File: src/rtl/cpu_pkg.sv
// Shared CPU definitions: encoded opcodes, instruction field positions and decoder FSM states.
package cpu_pkg;

    localparam int OPC_W   = 6;
    localparam int REG_W   = 3;
    localparam int INSTR_W = 16;

    // Field positions (LSB of each field) within a raw instruction word
    localparam int OPC_LSB = 10;
    localparam int RD_LSB  = 7;
    localparam int RS1_LSB = 4;
    localparam int RS2_LSB = 1;

    localparam logic [OPC_W-1:0] OP_GHA  = 6'b010101;
    localparam logic [OPC_W-1:0] OP_GHS  = 6'b010110;
    localparam logic [OPC_W-1:0] OP_MUL  = 6'b100001;
    localparam logic [OPC_W-1:0] OP_LAST = 6'b111000;

    typedef enum logic {
        RUN    = 1'b0,
        SECOND = 1'b1
    } dec_state_t;

endpackage

File: src/rtl/instr_decoder_if.sv
// Fetch-to-decode and decode-to-execute handshake bundle; the decoder uses the slave view.
interface instr_decoder_if;
    logic        ir_valid;
    logic [15:0] ir_data;
    logic        ir_ready;
    logic        flush;
    logic        dec_valid;
    logic        dec_ready;
    logic [15:0] dec_instruction;
    logic [5:0]  dec_opcode;
    logic [2:0]  dec_rd;
    logic [2:0]  dec_rs1;
    logic [2:0]  dec_rs2;
    logic        dec_uop;
    logic        dec_writes_status;
    logic        illegal_op;

    modport master (
        output ir_valid, ir_data, flush, dec_ready,
        input  ir_ready, dec_valid, dec_instruction, dec_opcode, dec_rd,
               dec_rs1, dec_rs2, dec_uop, dec_writes_status, illegal_op
    );

    modport slave (
        input  ir_valid, ir_data, flush, dec_ready,
        output ir_ready, dec_valid, dec_instruction, dec_opcode, dec_rd,
               dec_rs1, dec_rs2, dec_uop, dec_writes_status, illegal_op
    );
endinterface

File: src/rtl/instr_fields.sv
// Combinational field extraction, opcode legality and status-write decode for one instruction.
module instr_fields
    import cpu_pkg::*;
#(
    parameter int NUM_OPCODES = 57
) (
    input  logic [INSTR_W-1:0] instr,
    output logic [OPC_W-1:0]   opcode,
    output logic [REG_W-1:0]   rd,
    output logic [REG_W-1:0]   rs1,
    output logic [REG_W-1:0]   rs2,
    output logic               legal,
    output logic               writes_status
);

    localparam logic [OPC_W:0] OPC_LIMIT = (OPC_W+1)'(NUM_OPCODES);

    // Bit ops reuse [3:0] as a bit offset; the consumer reads it from the raw word.
    assign opcode = instr[OPC_LSB +: OPC_W];
    assign rd     = instr[RD_LSB  +: REG_W];
    assign rs1    = instr[RS1_LSB +: REG_W];
    assign rs2    = instr[RS2_LSB +: REG_W];

    assign legal         = ({1'b0, opcode} < OPC_LIMIT);
    assign writes_status = (opcode != OP_GHA) && (opcode != OP_GHS);

endmodule

File: src/rtl/instr_decoder.sv
// Decode stage: one-entry output register, MUL micro-op split, illegal-opcode drop and flush.
// Optional feature macro: DECODER_MUL_SPLIT_EN (MUL issues as two micro-ops when defined).
module instr_decoder
    import cpu_pkg::*;
#(
    parameter int NUM_OPCODES = 57
) (
    input  logic            clk,
    input  logic            reset_n,
    instr_decoder_if.slave  bus
);

    logic [OPC_W-1:0] fld_opcode;
    logic [REG_W-1:0] fld_rd, fld_rs1, fld_rs2;
    logic             fld_legal, fld_writes_status;

    instr_fields #(.NUM_OPCODES(NUM_OPCODES)) u_fields (
        .instr         (bus.ir_data),
        .opcode        (fld_opcode),
        .rd            (fld_rd),
        .rs1           (fld_rs1),
        .rs2           (fld_rs2),
        .legal         (fld_legal),
        .writes_status (fld_writes_status)
    );

    logic               valid_reg,   valid_next;
    logic [INSTR_W-1:0] instr_reg,   instr_next;
    logic [OPC_W-1:0]   opcode_reg,  opcode_next;
    logic [REG_W-1:0]   rd_reg,      rd_next;
    logic [REG_W-1:0]   rs1_reg,     rs1_next;
    logic [REG_W-1:0]   rs2_reg,     rs2_next;
    logic               ws_reg,      ws_next;
    logic               illegal_reg, illegal_next;
    logic               in_run, ready, accept, consume;

`ifdef DECODER_MUL_SPLIT_EN
    dec_state_t state_reg, state_next;
    logic       uop_reg,   uop_next;
    assign in_run = (state_reg == RUN);
`else
    assign in_run = 1'b1;
`endif

    assign ready   = reset_n & ~bus.flush & in_run & (~valid_reg | bus.dec_ready);
    assign accept  = bus.ir_valid & ready;
    assign consume = valid_reg & bus.dec_ready;

    always_comb begin
        valid_next   = valid_reg;
        instr_next   = instr_reg;
        opcode_next  = opcode_reg;
        rd_next      = rd_reg;
        rs1_next     = rs1_reg;
        rs2_next     = rs2_reg;
        ws_next      = ws_reg;
        illegal_next = 1'b0;
`ifdef DECODER_MUL_SPLIT_EN
        state_next   = state_reg;
        uop_next     = uop_reg;
`endif
        if (bus.flush) begin
            valid_next = 1'b0;
`ifdef DECODER_MUL_SPLIT_EN
            state_next = RUN;
`endif
        end else begin
            illegal_next = accept & ~fld_legal;
            if (accept && fld_legal) begin
                valid_next  = 1'b1;
                instr_next  = bus.ir_data;
                opcode_next = fld_opcode;
                rd_next     = fld_rd;
                rs1_next    = fld_rs1;
                rs2_next    = fld_rs2;
                ws_next     = fld_writes_status;
`ifdef DECODER_MUL_SPLIT_EN
                uop_next    = 1'b0;
                state_next  = (fld_opcode == OP_MUL) ? SECOND : RUN;
`endif
            end else if (consume) begin
`ifdef DECODER_MUL_SPLIT_EN
                // High half of MUL targets the next register, wrapping 7 -> 0
                if (state_reg == SECOND && !uop_reg) begin
                    uop_next = 1'b1;
                    rd_next  = rd_reg + 3'd1;
                end else begin
                    valid_next = 1'b0;
                    state_next = RUN;
                end
`else
                valid_next = 1'b0;
`endif
            end
        end
    end

    always_ff @(posedge clk) begin
        if (!reset_n) begin
            valid_reg   <= 1'b0;
            instr_reg   <= '0;
            opcode_reg  <= '0;
            rd_reg      <= '0;
            rs1_reg     <= '0;
            rs2_reg     <= '0;
            ws_reg      <= 1'b0;
            illegal_reg <= 1'b0;
`ifdef DECODER_MUL_SPLIT_EN
            state_reg   <= RUN;
            uop_reg     <= 1'b0;
`endif
        end else begin
            valid_reg   <= valid_next;
            instr_reg   <= instr_next;
            opcode_reg  <= opcode_next;
            rd_reg      <= rd_next;
            rs1_reg     <= rs1_next;
            rs2_reg     <= rs2_next;
            ws_reg      <= ws_next;
            illegal_reg <= illegal_next;
`ifdef DECODER_MUL_SPLIT_EN
            state_reg   <= state_next;
            uop_reg     <= uop_next;
`endif
        end
    end

    assign bus.ir_ready          = ready;
    assign bus.dec_valid         = valid_reg;
    assign bus.dec_instruction   = instr_reg;
    assign bus.dec_opcode        = opcode_reg;
    assign bus.dec_rd            = rd_reg;
    assign bus.dec_rs1           = rs1_reg;
    assign bus.dec_rs2           = rs2_reg;
    assign bus.dec_writes_status = ws_reg;
    assign bus.illegal_op        = illegal_reg;
`ifdef DECODER_MUL_SPLIT_EN
    assign bus.dec_uop           = uop_reg;
`else
    assign bus.dec_uop           = 1'b0;
`endif

endmodule

File: src/flat_wrapper.sv
// flat-port wrapper written by rule: the top's interface ports become plain ports
module instr_decoder_flat import cpu_pkg::*;
#(
    parameter int NUM_OPCODES = 57
)
  (clk, reset_n, bus_ir_valid, bus_ir_data, bus_flush, bus_dec_ready, bus_ir_ready, bus_dec_valid, bus_dec_instruction, bus_dec_opcode, bus_dec_rd, bus_dec_rs1, bus_dec_rs2, bus_dec_uop, bus_dec_writes_status, bus_illegal_op);
  instr_decoder_if bus_i ();
  input  logic clk;
  input  logic reset_n;
  input wire logic [$bits(bus_i.ir_valid)-1:0] bus_ir_valid;
  input wire logic [$bits(bus_i.ir_data)-1:0] bus_ir_data;
  input wire logic [$bits(bus_i.flush)-1:0] bus_flush;
  input wire logic [$bits(bus_i.dec_ready)-1:0] bus_dec_ready;
  output wire logic [$bits(bus_i.ir_ready)-1:0] bus_ir_ready;
  output wire logic [$bits(bus_i.dec_valid)-1:0] bus_dec_valid;
  output wire logic [$bits(bus_i.dec_instruction)-1:0] bus_dec_instruction;
  output wire logic [$bits(bus_i.dec_opcode)-1:0] bus_dec_opcode;
  output wire logic [$bits(bus_i.dec_rd)-1:0] bus_dec_rd;
  output wire logic [$bits(bus_i.dec_rs1)-1:0] bus_dec_rs1;
  output wire logic [$bits(bus_i.dec_rs2)-1:0] bus_dec_rs2;
  output wire logic [$bits(bus_i.dec_uop)-1:0] bus_dec_uop;
  output wire logic [$bits(bus_i.dec_writes_status)-1:0] bus_dec_writes_status;
  output wire logic [$bits(bus_i.illegal_op)-1:0] bus_illegal_op;
  assign bus_i.ir_valid = bus_ir_valid;
  assign bus_i.ir_data = bus_ir_data;
  assign bus_i.flush = bus_flush;
  assign bus_i.dec_ready = bus_dec_ready;
  assign bus_ir_ready = bus_i.ir_ready;
  assign bus_dec_valid = bus_i.dec_valid;
  assign bus_dec_instruction = bus_i.dec_instruction;
  assign bus_dec_opcode = bus_i.dec_opcode;
  assign bus_dec_rd = bus_i.dec_rd;
  assign bus_dec_rs1 = bus_i.dec_rs1;
  assign bus_dec_rs2 = bus_i.dec_rs2;
  assign bus_dec_uop = bus_i.dec_uop;
  assign bus_dec_writes_status = bus_i.dec_writes_status;
  assign bus_illegal_op = bus_i.illegal_op;
  instr_decoder #(.NUM_OPCODES(NUM_OPCODES)) u_core (.clk(clk), .reset_n(reset_n), .bus(bus_i));
endmodule
File: config.mk
export PLATFORM = sky130hd
export DESIGN_NAME = instr_decoder_flat
export DESIGN_NICKNAME = d
export VERILOG_FILES = /design/src/rtl/cpu_pkg.sv /design/src/rtl/instr_decoder_if.sv /design/src/rtl/instr_fields.sv /design/src/rtl/instr_decoder.sv /design/src/flat_wrapper.sv
export SDC_FILE = /design/constraint.sdc
export NUM_CORES = 1
export LEC_CHECK = 0
export CAP_MARGIN = 20
export CORE_AREA = 2 2 58 55
export DETAILED_ROUTE_END_ITERATION = 8
export DIE_AREA = 0 0 60 57
export PLACE_DENSITY = 0.73
export SYNTH_ARGS = -nofsm -noshare
export SYNTH_HDL_FRONTEND = slang
export SYNTH_SLANG_ARGS = --single-unit
File: constraint.sdc
create_clock -name clk -period 1.6 [get_ports clk]
set_clock_uncertainty 0.2 [all_clocks]
set_input_delay 0.24 -clock clk [delete_from_list [all_inputs] [get_ports clk]]
set_output_delay 0.24 -clock clk [all_outputs]
set_load 0.01 [all_outputs]
==> metrics.md, run 1 <==
| Metric | Value |
|---|---|
| Vias in the first global route | `716` |
| Nets | `approximately 170` |
| R2R depth | `5` |
| Initial core utilization | `0.3258` |
| XOR/XNOR Fraction of Synth Area | `0.009346` |
| Die H | `57 microns` |
| Via/cell ratio | `4.140` |
| Final period util | `0.9461` |
| Min-delay worst type | `reg2reg` |
| Post-Place Cells | `189` |
| Cts hold-fix bufs | `0` |
| I/O pin count | `57` |
| Required @ worst endpoint | `1160 ps` |
| Initial antenna violation count | `0` |
| Core area | `roughly 2900 sq um` |
| Worst Path Arrival | `1070 ps` |
| Synth unique cells | `19` |
| Final Hold Viols | `0` |
| Drt first pass iters | `4` |
| Post-synthesis compound-gate area fraction | `0.02403` |
| R2r startpoint | `u_core.bus.dec_valid` |
| Worst Setup End Kind | `output port` |
| Hold slack | `272.0 ps` |
| Sequential-to-total area share from yosys stat | `0.4059` |
| Finished Layout Cells | `between 150 and 200` |
| R2R setup slack | `230 ps` |
| Post-Syn Instances | `102` |
| H-tree depth | `1` |
| Finish-stage setup viols | `0` |
| Pin count of the biggest net entering global routing | `19` |
| Share of cells above drive strength 1 | `0.1258` |
| Core Rows | `19` |
| Final ANT Viol Nets | `0` |
| Critical path type | `in2out` |
| Ant. Diodes | `0` |
| Max_cap viols | `0` |
| Mapped cell area | `~940 sq um` |
| Root buf cell | `clkbuf_4` |
| Reg-to-reg critical path endpoint | `u_core.bus.dec_instruction[9]` |
| Worst hold endpoint | `u_core.bus.dec_instruction[0]` |
| Detailed Route WL | `1.988 mm` |
| DR vias | `799` |
| Largest family of logic cells by synthesized area | `buffers and inverters` |
| Mean Syn Cell Area | `slightly above 9 sq um` |
| Slowest stage delay, CP | `roughly 390 ps` |
| Die Area | `between 3000 and 4000 sq um` |
| Simple-gate share of the synthesized area | `0.1375` |
| Crit path time final | `about 1500 ps` |
| Num CTS Buffers | `3` |
| Worst skew pair latency | `290 ps` |
| Fmax achieved | `0.6606 GHz` |
| Area Overhead vs Synth | `55.27%` |
| Drt drc | `0` |
| Overall global routing resource usage | `0.1191` |
| Postcts setup bufs | `0` |
| Global route overflow | `0` |
| Total power | `approximately 0.00097 W` |
| Clk pin slew, worst setup/hold paths | `110 ps` |
| Seq cells post-synth | `19` |
| Wirelength per Cell | `10.30 microns` |
| Worst Hold Launch | `u_core.bus.dec_instruction[0]` |
| Startpoint Class | `input pin` |
| Cell Chain, Critical Path | `clkdlybuf4s50_1, nand2b_1, and2_4, buf_6` |
| Unrepaired setup endpoints after global routing | `false` |
| RePlAce Congestion | `0.7397` |
| Hold depth | `2` |
| Util after Layout | `0.5059` |
| Multiplexer area fraction after synthesis | `0.1816` |
| Maximum clock path buffer count | `2` |
| Post-synthesis net count | `123` |
| Dpl hpwl | `~1.6 mm` |
| 1st-iter DRT viols | `21` |
| Pwr dens | `about 670 nW/um^2` |
| Post-synthesis adder-cell area fraction | `0` |
| Leakage | `0.8726 nW` |
| Critical path peak fanout | `2` |
| Global-route wire length before repair | `3.153 mm` |
| Crit-path slowest cell | `clkdlybuf4s50_1` |
| TritonCTS clock tree | `done` |
| Die Wd | `60 microns` |
| Slew Limit Fails | `0` |
| CTS sink cnt | `19` |
| Worst vdd ir | `between 0.0002 and 0.0003 V` |
| Syn. warnings | `0` |
| Status | `finished clean` |
| Port bufs | `55` |
timing repair:
action                     CTS  global route
gates resized for setup     39             3
pin swaps                    1             0
setup endpoints to repair   35             1
routing by layer:
metal | vias up | share of wire | global-route usage
met5 | - | 0 | 0
li1 | 394 | - | -
met4 | 0 | 0.0045 | 0.04762
met3 | 2 | 0.090 | 0.02948
met1 | 367 | 0.39 | 0.1378
met2 | 36 | 0.52 | 0.2065
kinds of logic after synthesis:
family,after synthesis
compound gates,2
xor+xnor,1
buf+inv,36
flops,19
mux,17
other cells,1
simple gates,26
cell usage in the layout (no fill, tap or decap), drive strengths merged:
cell type,Yosys,layout
dlygate4sd2,0,35
dfxtp,19,19
clkdlybuf4s50,0,18
nand2,17,17
mux2i,17,17
inv,16,16
buf,19,11
clkbuf,1,3
nand2b,2,2
nand3,2,2
nor3,2,2
and2b,1,1
and2,1,1
o2111ai,1,1
a21boi,1,1
xnor2,1,1
nor4,1,1
conb,1,1
clkinv,0,1
dlymetal6s2s,0,1
layout make-up:
type	count	area (sq um)
timing repair buffer	65	598.1
fill	303	1421
clock buffer	3	22.52
sequential	19	380.4
multi-input combinational	47	336.6
inverter	16	60.06
tap	42	52.55
clock inverter	1	5.005
state kept, by name (all words and copies together), names as in the netlist:
signal,cells
u_core.bus.dec_rs1,2
u_core.bus.dec_writes_status,1
u_core.bus.illegal_op,1
u_core.bus.dec_opcode,6
u_core.bus.dec_rs2,2
u_core.bus.dec_valid,1
u_core.bus.dec_rd,2
u_core.bus.dec_instruction,4
metrics by stage:
stage                     instance area [sq um]  worst slack (ps)  TNS (ps)
after global placement                     1465            -414.1     -3972
after detailed placement                   1465            -383.3     -4212
final                                      1455             86.31         0
after global routing                       1455             47.48         0
after floorplan                           937.1             206.6         0
after CTS                                  1444             1.538         0
cells in the mapped netlist:
cell,n,area share
and2_1,1,0.0067
dfxtp_1,19,0.41
inv_1,16,0.064
xnor2_1,1,0.0093
buf_4,17,0.14
nor4_1,1,0.0067
nand2_1,17,0.068
clkbuf_1,1,0.0040
buf_6,1,0.012
a21boi_1,1,0.0080
nor3_4,1,0.017
buf_12,1,0.021
conb_1,1,0.0040
and2b_2,1,0.0093
nand2b_1,2,0.013
nand3_1,2,0.011
nor3_1,1,0.0053
mux2i_1,17,0.18
o2111ai_2,1,0.016
power breakdown:
group	internal [W]	total, W	switching, W
Clock	0.0000928	0.000237	0.000144
Combinational	0.000129	0.000221	0.0000912
Sequential	0.000498	0.000513	0.0000149
worst max-delay path: cells and delay by family:
family	cells	cell delay [ps]
AND/OR/NAND/NOR	2	330
buffers and inverters	2	500
worst max path at each step:
stage	startpoint	endpoint	depth (start not counted)
4_1_cts	bus_flush	bus_ir_ready	4
3_3_place_gp	reset_n	bus_ir_ready	4
2_1_floorplan	reset_n	u_core.bus.dec_instruction[0]	6
3_5_place_dp	reset_n	bus_ir_ready	4
6_report	bus_dec_ready	bus_ir_ready	4
5_1_grt	bus_dec_ready	bus_ir_ready	4
Note: power is estimated with default switching activity, not from simulation.
==> inputs of run 2 (changes only) <==
- SLEW_MARGIN: default -> 5
==> results of run 2 <==
The final DEF is identical to that of run 1; final timing and power are the same.
